**config.mk**
```make
export PLATFORM = sky130hd
export DESIGN_NAME = clken_nco_bank
export DESIGN_NICKNAME = d
export VERILOG_FILES = /design/src/rtl/clken_nco_bank.sv
export SDC_FILE = /design/constraint.sdc
export NUM_CORES = 1
export LEC_CHECK = 0
export CAP_MARGIN = 10
export CORE_MARGIN = 3
export CORE_UTILIZATION = 52
export DETAILED_ROUTE_END_ITERATION = 12
export PLACE_DENSITY = 0.72
export SYNTH_ARGS = -nofsm -noshare
export SYNTH_HDL_FRONTEND = slang
export SYNTH_SLANG_ARGS = --single-unit
export TNS_END_PERCENT = 100
```
**constraint.sdc**
```tcl
create_clock -name refclk -period 2.85 [get_ports refclk]
set_input_delay 0.57 -clock refclk [delete_from_list [all_inputs] [get_ports refclk]]
set_output_delay 0.57 -clock refclk [all_outputs]
set_load 0.01 [all_outputs]
```
**src/rtl/clken_nco_bank.sv**
```systemverilog
// clken_nco_bank: bank of NUM_CH phase-accumulator clock-enable generators on
// a single reference clock. Channel i emits one-cycle enables at
// f_refclk * inc[i] / 2^ACC_W.
//
// Ports:
//   refclk  - reference clock (only clock in the block)
//   rst     - synchronous reset, active-high; overrides cfg_we and resync
//   cfg_we  - write strobe: load cfg_inc into channel cfg_ch
//   cfg_ch  - target channel; writes to cfg_ch >= NUM_CH are ignored
//   cfg_inc - new phase increment
//   cfg_ack - one-cycle pulse the cycle after an accepted write
//   resync  - clear every accumulator together
//   ce      - per-channel registered clock-enable pulses
//   locked  - high once LOCK_CYC quiet cycles follow reset/write/resync
//   outclk  - per-channel divide-by-two of ce (only with CLKOUT_TOGGLE_EN)
//
// Optional feature macro: CLKOUT_TOGGLE_EN adds the outclk toggle outputs.
module clken_nco_bank #(
  parameter int unsigned NUM_CH   = 6,
  parameter int unsigned ACC_W    = 24,
  parameter int unsigned LOCK_CYC = 256,
  parameter logic [NUM_CH*ACC_W-1:0] INIT_INC = '0
) (
  input  logic                                            refclk,
  input  logic                                            rst,
  input  logic                                            cfg_we,
  input  logic [$clog2((NUM_CH > 1) ? NUM_CH : 2)-1:0]    cfg_ch,
  input  logic [ACC_W-1:0]                                cfg_inc,
  output logic                                            cfg_ack,
  input  logic                                            resync,
  output logic [NUM_CH-1:0]                               ce,
  output logic                                            locked
`ifdef CLKOUT_TOGGLE_EN
  ,
  output logic [NUM_CH-1:0]                               outclk
`endif
);

  localparam int unsigned CH_W = $clog2((NUM_CH > 1) ? NUM_CH : 2);
  localparam int unsigned LC_W = $clog2(LOCK_CYC + 1);

  logic [ACC_W-1:0] acc [NUM_CH];
  logic [ACC_W-1:0] inc [NUM_CH];
  logic [ACC_W:0]   sum [NUM_CH];
  logic [NUM_CH-1:0] ch_hit;
  logic [NUM_CH-1:0] ch_clr;
  logic              wr_valid;
  logic              disturb;
  logic [LC_W-1:0]   lock_cnt;
  logic [LC_W-1:0]   lock_cnt_nxt;

  // Write decode, per-channel accumulator sums and lock counter next value
  always_comb begin
    wr_valid = cfg_we && (32'(cfg_ch) < NUM_CH);
    disturb  = wr_valid || resync;
    ch_hit   = '0;
    ch_clr   = '0;
    for (int unsigned i = 0; i < NUM_CH; i++) begin
      sum[i]    = {1'b0, acc[i]} + {1'b0, inc[i]};
      ch_hit[i] = wr_valid && (cfg_ch == CH_W'(i));
      ch_clr[i] = resync || ch_hit[i];
    end
    if (disturb) begin
      lock_cnt_nxt = '0;
    end else if (lock_cnt == LC_W'(LOCK_CYC)) begin
      lock_cnt_nxt = lock_cnt;
    end else begin
      lock_cnt_nxt = lock_cnt + LC_W'(1);
    end
  end

  // Accumulators, increments and registered carry-out enables
  always_ff @(posedge refclk) begin
    if (rst) begin
      for (int unsigned i = 0; i < NUM_CH; i++) begin
        acc[i] <= '0;
        inc[i] <= INIT_INC[i*ACC_W +: ACC_W];
      end
      ce <= '0;
    end else begin
      for (int unsigned i = 0; i < NUM_CH; i++) begin
        if (ch_clr[i]) begin
          acc[i] <= '0;
          ce[i]  <= 1'b0;
        end else begin
          acc[i] <= sum[i][ACC_W-1:0];
          ce[i]  <= sum[i][ACC_W];
        end
        if (ch_hit[i]) begin
          inc[i] <= cfg_inc;
        end
      end
    end
  end

  // Write acknowledge and lock indication; locked rises on the same edge
  // the counter reaches LOCK_CYC
  always_ff @(posedge refclk) begin
    if (rst) begin
      cfg_ack  <= 1'b0;
      lock_cnt <= '0;
      locked   <= 1'b0;
    end else begin
      cfg_ack  <= wr_valid;
      lock_cnt <= lock_cnt_nxt;
      locked   <= (lock_cnt_nxt == LC_W'(LOCK_CYC));
    end
  end

`ifdef CLKOUT_TOGGLE_EN
  // Divide-by-two of each enable: toggles on every edge that sets ce
  always_ff @(posedge refclk) begin
    if (rst) begin
      outclk <= '0;
    end else begin
      for (int unsigned i = 0; i < NUM_CH; i++) begin
        if (ch_clr[i]) begin
          outclk[i] <= 1'b0;
        end else if (sum[i][ACC_W]) begin
          outclk[i] <= ~outclk[i];
        end
      end
    end
  end
`endif

endmodule

```
==> results of run 1 <==
[power by group through the flow]
stage	clock network, mW	registers (mW)	logic [mW]
2_1_floorplan	0	5.44	1.93
3_3_place_gp	0	5.47	2.48
3_5_place_dp	0	5.48	2.52
4_1_cts	4.44	5.39	2.58
5_1_grt	4.61	5.43	3.03
6_report	4.35	5.39	2.73
[sequential cells by signal, indices dropped and copies added (netlist names)]
register and cells:
acc 144, inc 144, lock_cnt 9, ce 6
cfg_ack 1, locked 1
[per-layer routing]
| layer | share of wire | wire (um) |
|---|---|---|
| met1 | 0.42 | 16600 |
| met2 | 0.48 | 19000 |
| met3 | 0.050 | 1940 |
| met4 | 0.043 | 1680 |
| met5 | 0.00033 | 13 |
[worst paths after layout]
check                                  end                     from  slack (ns)
hold reg to reg     lock_cnt[8]$_SDFF_PP0_   lock_cnt[8]$_SDFF_PP0_        0.54
setup / recovery  acc[0][20]$_SDFFCE_PN0P_  inc[0][0]$_SDFFCE_PN0P_        0.01
setup reg to reg  acc[0][20]$_SDFFCE_PN0P_  inc[0][0]$_SDFFCE_PN0P_        0.01
hold / removal      lock_cnt[8]$_SDFF_PP0_   lock_cnt[8]$_SDFF_PP0_        0.54
[final cells by class]
type	instances	area [um2]	area share
well taps	448	561	0.0265
clock buffers	52	1020	0.0483
clock inverters	14	100	0.00473
repair buffers	104	938	0.0443
multi-input cells	1363	9450	0.447
diodes	3	7.51	0.000355
inverters	26	97.6	0.00461
flip-flops and latches	305	8990	0.425
[layout by cell type, fill, tap and decap left out, types with 25 or more instances in the layout]
cell type / instances
nor3_1: 33
edfxtp_1: 288
and2_1: 158
a21o_1: 55
clkdlybuf4s50_1: 38
xnor2_1: 62
buf_4: 61
nor2_1: 190
o21ai_0: 48
a21oi_1: 96
clkbuf_16: 37
nand2_1: 63
conb_1: 144
ha_1: 136
nand3_1: 29
xor2_1: 53
inv_1: 25
[worst max-delay path, stage by stage (launching register included)]
cell       delay, ns
edfxtp_1        0.36
ha_2            0.21
fa_2            0.35
a21oi_2         0.18
o21ai_2         0.09
a2111oi_4       0.35
nor3_4          0.09
a211oi_4        0.30
o31a_1          0.22
a21boi_1        0.11
nor3_1          0.23
nor3_2          0.08
[repair_timing]
item | CTS | global route
endpoints found under the hold margin | 0 | 0
setup endpoints to repair | 16 | 40
gates resized for setup | 10 | 50
setup buffers | 3 | 17
pin swaps | 6 | 48
[cell families (layout without fill, tap and decap cells)]
| group | after synthesis | count (layout) | share of synthesized area |
|---|---|---|---|
| AOI/OAI and AO/OA | 369 | 369 | 0.147 |
| xor gates and xnor gates | 115 | 115 | 0.0567 |
| DFF | 305 | 305 | 0.506 |
| muxes | 3 | 3 | 0.00197 |
| other | 1 | 147 | 0.000211 |
| adders and majority gates | 152 | 152 | 0.110 |
| buffers and inverters | 57 | 196 | 0.0120 |
| and+or+nand+nor | 580 | 580 | 0.167 |
==> flow_summary_export.csv, run 1 <==
group,metric,value,unit
run_status,outcome,"finished clean",
cells_and_area,final_layout_size_suffix_gt1_frac,0.121,
grt,grt_use_met2,0.364,
synthesis,syn_area,0.0178,mm2
worst_setup_path,start_kind,"flop",
clock_network,htreeDepth,2,
placed_design,gp_congestion,0.870,
placed_design,pre_cts_ws,-0.175,ns
die,rows,67,
pwr,comb_power_share,0.219,
grt,grt_pass1_wl,61900,um
cells_and_area,fin_cells,2315,
min_path,hold_class,"reg2reg",
pwr,switching_share,0.275,
synthesis,synth_most_common_cell,"edfxtp_1",
sta,setup_viol,0,
clock_network,cts_buffer_depth,3,
worst_setup_path,end_kind,"flop",
sta,final.setup_skew,0.0119,ns
grt,grt-ovfl-total,0,
grt,grt.busiest_layer,"met2",
clock_network,cts_sinks,305,
drt,ant_nets,0,
pwr,internal_power,9.04,mW
synthesis,synth_top_area_cell,"edfxtp_1",
synthesis,synth_seq_area_share,0.506,
grt,first_global_vias,12300,
placed_design,dp_hpwl,26200,um
placed_design,dp_cells,2227,
sta,fin_ws,0.0104,ns
synthesis,synthTopCellsByCount,"edfxtp_1 (288), nor2_1 (190), and2_1 (158)",
pwr,pwr-share-seq,0.433,
sta,rsz0062_at_grt,"true",
clock_network,insertion_delay,0.51,ns
cells_and_area,finalNetCount,2019,
pwr,ir_drop,0.468,mV
drt,dr.pass1.iters,5,
die,ios,39,
pwr,switchingPower,3.43,mW
cells_and_area,fin_area,0.0212,mm2
placed_design,port_buffers,38,
synthesis,synth-async-reset-ratio,0,
synthesis,synth_edf_count,288,
synthesis,syn_area_per_cell,11.2,um2
min_path,min_path_cells,2,
cells_and_area,syn_to_final_growth,19.1,%
grt,grt_util_met1,0.275,
synthesis,synthTopCellsByArea,"edfxtp_1 (49%), ha_1 (10%), and2_1 (5.6%)",
worst_setup_path,critPathKind,"reg2reg",
worst_setup_path,worst_ep_arrival_time,3.09,ns
clock_network,cts-root-buf,"clkbuf_16",
sta,finalCriticalPeriod,2.84,ns
die,fp.dieW,191,um
clock_network,cts.clk_slew.worst_paths,0.06,ns
flow_run,drv_cap,0,
pwr,pwr-share-clk,0.349,
pwr,cellLeakagePower,8.55,nW
die,dieArea,0.0364,mm2
die,core,0.0336,mm2
sta,maxSlewHeadroom,0.507,
clock_network,numCtsBuffers,36,
drt,drc,0,
cells_and_area,nFillCells,2632,
clock_network,cts_tree,"done",
worst_setup_path,crit_fanout,3,
synthesis,yosysWarnings,0,
synthesis,synthCells,1582,
synthesis,yosysTopAreaCellShare,0.486,
sta,finalHoldViolations,0,
grt,grt_usage,0.214,
die,die_y,191,um
worst_setup_path,cp.required,3.10,ns
pwr,cellPowerDensity,589,mW/mm2
synthesis,yosysUniqueCellTypes,76,
sta,hold_ws,0.541,ns
clock_network,cts_hold_buf,0,
sta,period_share,0.996,
sta,slew_viol_final,0,
sta,tightest_slew,0.737,ns
pwr,power,12.5,mW
grt,antenna_found_initial,9,
grt,grt_use_met3,0.0281,
drt,num_vias,12600,
drt,viasPerCell,5.45,
sta,fmax,352,MHz
worst_setup_path,r2r.worst_path.cells,11,
grt,grt_max_degree,26,
cells_and_area,fin_util,0.630,
drt,wl_per_cell,16.9,um
synthesis,yosys_register_bits,305,
die,initial_core_util,0.529,
placed_design,placed_area,0.0196,mm2
drt,drt-initial-drc-count,679,
synthesis,synth_ff_type,"edfxtp_1",
sta,fin_setup_tns,0,ns
drt,wl,39200,um
Power figures use the tool's default switching activity.
==> run 2: changes to the inputs <==
- CAP_MARGIN: 10 -> 20
- CTS_BUF_LIST: not set -> sky130_fd_sc_hd__clkbuf_8
==> run 2 against run 1 <==
Final cell count rose by 1.2%. Worst setup slack improved by 0.0060 ns. Critical path depth did not move. Final area fell by 0.21%. Clock power fell by 3%. Clock skew rose by 0.013 ns. Global-route usage rose by 0.21 points. Non-clock buffer count fell by 5. Die area did not move. First-iteration DRC count fell by 0.15%. Largest cell class unchanged.
==> flow_summary_export.csv, run 2 (synthesized netlist as in run 1, its figures left out) <==
group,metric,value,unit
grt,grt_usage,0.216,
die,rows,67,
worst_setup_path,path_cells,"ha_2, fa_2, a21oi_2, o21ai_2, a2111oi_4, nor3_4, a211oi_4, o31a_1, a31o_1, xor2_1, nor2_1",
clock_network,cts_buffer_depth,3,
drt,dr.pass1.iters,5,
sta,tightest_slew,0.706,ns
sta,fin_setup_tns,0,ns
clock_network,insertion_delay,0.60,ns
die,fp.dieW,191,um
worst_setup_path,worst_ep_arrival_time,3.18,ns
cells_and_area,final_cell_mix,"edfxtp_1 (288), nor2_1 (190), and2_1 (158), conb_1 (144), ha_1 (136)",
grt,first_global_vias,12500,
drt,drc,0,
die,core,0.0336,mm2
pwr,switchingPower,3.47,mW
grt,grt.busiest_layer,"met2",
clock_network,htreeDepth,2,
sta,fin_ws,0.0163,ns
cells_and_area,final_layout_size_suffix_gt1_frac,0.129,
worst_setup_path,cp.required,3.19,ns
clock_network,cts_sinks,305,
worst_setup_path,rrSetupSlack,0.02,ns
sta,maxSlewHeadroom,0.528,
pwr,cellPowerDensity,583,mW/mm2
worst_setup_path,crit-reg2reg-launch,"inc[0][0]$_SDFFCE_PN0P_",
sta,final.setup_skew,0.0247,ns
sta,rsz0062_at_grt,"true",
cells_and_area,syn_to_final_growth,18.8,%
clock_network,cts.clk_slew.worst_paths,0.06,ns
sta,period_share,0.994,
drt,wl,38800,um
drt,wl_per_cell,16.6,um
drt,ant_nets,0,
pwr,pwr-share-seq,0.438,
pwr,cellLeakagePower,8.58,nW
grt,grt_pass1_wl,62500,um
worst_setup_path,critPathTopFamily,"compound AO/OA/AOI/OAI gates",
placed_design,dp_hpwl,26200,um
placed_design,gp_congestion,0.870,
placed_design,pre_cts_ws,-0.175,ns
drt,drt-initial-drc-count,678,
clock_network,cts_hold_buf,0,
pwr,ir_drop,0.391,mV
clock_network,numCtsBuffers,52,
worst_setup_path,crit_buf_inv,0,
flow_run,drv_cap,0,
worst_setup_path,start_kind,"flop",
pwr,pwr-share-clk,0.344,
worst_setup_path,crit_fanout,3,
die,initial_core_util,0.529,
cells_and_area,regArea,0.00899,mm2
worst_setup_path,critical_path.max_stage_delay,0.40,ns
die,die_y,191,um
run_status,outcome,"finished clean",
min_path,min_path_cells,2,
worst_setup_path,critPathKind,"reg2reg",
cells_and_area,largestRegisters,"acc x144, inc x144, lock_cnt x9",
die,dieArea,0.0364,mm2
worst_setup_path,r2r-end,"acc[0][22]$_SDFFCE_PN0P_",
placed_design,port_buffers,38,
grt,antenna_found_initial,9,
drt,viasPerCell,5.37,
sta,finalCriticalPeriod,2.83,ns
cells_and_area,final_common_cell,"edfxtp_1",
drt,num_vias,12600,
sta,fmax,353,MHz
min_path,min_from,"lock_cnt[8]$_SDFF_PP0_",
sta,setup_viol,0,
grt,grt_util_met1,0.269,
pwr,comb_power_share,0.219,
worst_setup_path,slowest_stage,"a2111oi_4",
pwr,internal_power,8.86,mW
clock_network,cts_tree,"done",
sta,finalHoldViolations,0,
grt,grt_use_met2,0.366,
cells_and_area,nFillCells,2675,
clock_network,cts-root-buf,"clkbuf_8",
die,ios,39,
grt,grt-ovfl-total,0,
pwr,switching_share,0.281,
min_path,hold_path_end,"lock_cnt[8]$_SDFF_PP0_",
sta,slew_viol_final,0,
worst_setup_path,r2r.worst_path.cells,11,
cells_and_area,finalNetCount,2030,
cells_and_area,multiInputGateArea,0.00944,mm2
worst_setup_path,end_kind,"flop",
grt,grt_max_degree,26,
min_path,hold_class,"reg2reg",
grt,grt_use_met3,0.0374,
[run 2: how the worst max path moves through the flow]
| stage | from | end | slack [ns] | depth (start not counted) |
|---|---|---|---|---|
| 3_5_place_dp | inc[2][0]$_SDFFCE_PN0P_ | acc[2][22]$_SDFFCE_PN0P_ | -0.18 | 11 |
| 6_report | inc[0][0]$_SDFFCE_PN0P_ | acc[0][22]$_SDFFCE_PN0P_ | 0.02 | 11 |
| 5_1_grt | acc[0][0]$_SDFFCE_PN0P_ | acc[0][22]$_SDFFCE_PN0P_ | -0.17 | 11 |
| 2_1_floorplan | inc[0][0]$_SDFFCE_PN0P_ | acc[0][22]$_SDFFCE_PN0P_ | 0.06 | 11 |
| 3_3_place_gp | inc[0][0]$_SDFFCE_PN0P_ | acc[0][22]$_SDFFCE_PN0P_ | -0.06 | 11 |
| 4_1_cts | inc[2][0]$_SDFFCE_PN0P_ | acc[2][22]$_SDFFCE_PN0P_ | -0.01 | 11 |
[run 2: through the flow]
step	instance area [um2]	cells	util	hold slack (ns)	total power, mW
floorplan	18300	1725	-	0.513	7.37
global placement	19600	2227	0.583	0.530	7.94
detailed placement	19600	2227	0.583	0.531	8.01
CTS	20800	2326	0.619	0.548	12.3
global route	21100	2339	0.628	0.589	13.0
finish	21100	2342	0.628	0.544	12.3
[run 2: layout make-up]
| type | instances | area share |
|---|---|---|
| Multi-Input combinational cell | 1363 | 0.447 |
| Sequential cell | 305 | 0.425 |
| Timing Repair Buffer | 99 | 0.0426 |
| Clock buffer | 58 | 0.0378 |
| Tap cell | 448 | 0.0265 |
| Clock inverter | 38 | 0.0154 |
| Inverter | 26 | 0.00462 |
| Antenna cell | 5 | 0.000592 |
[run 2: worst register-to-register path, cell delays in order (launching register included)]
cell and delay, ns:
edfxtp_1 0.37, ha_2 0.21, fa_2 0.35, a21oi_2 0.17, o21ai_2 0.09, a2111oi_4 0.40, nor3_4 0.07, a211oi_4 0.27
o31a_1 0.23, a31o_1 0.18, xor2_1 0.18, nor2_1 0.06
[run 2: routing by layer]
metal / up-vias / wire [um]
li1: 6241 / -
met1: 5982 / 16400
met2: 253 / 18700
met3: 94 / 2060
met4: 2 / 1660
met5: - / 13
[run 2: what timing repair did]
item / 4_1_cts / 5_1_grt
resized for setup: 13 / 45
endpoints found under the setup margin: 16 / 40
pin swaps: 6 / 42
buffers inserted: 3 / 11
[run 2: power by group through the flow]
stage	registers (mW)	clock network, mW	logic [mW]
6_report	5.39	4.24	2.70
5_1_grt	5.42	4.53	3.01
4_1_cts	5.39	4.35	2.58
3_5_place_dp	5.48	0	2.52
3_3_place_gp	5.47	0	2.48
2_1_floorplan	5.44	0	1.93
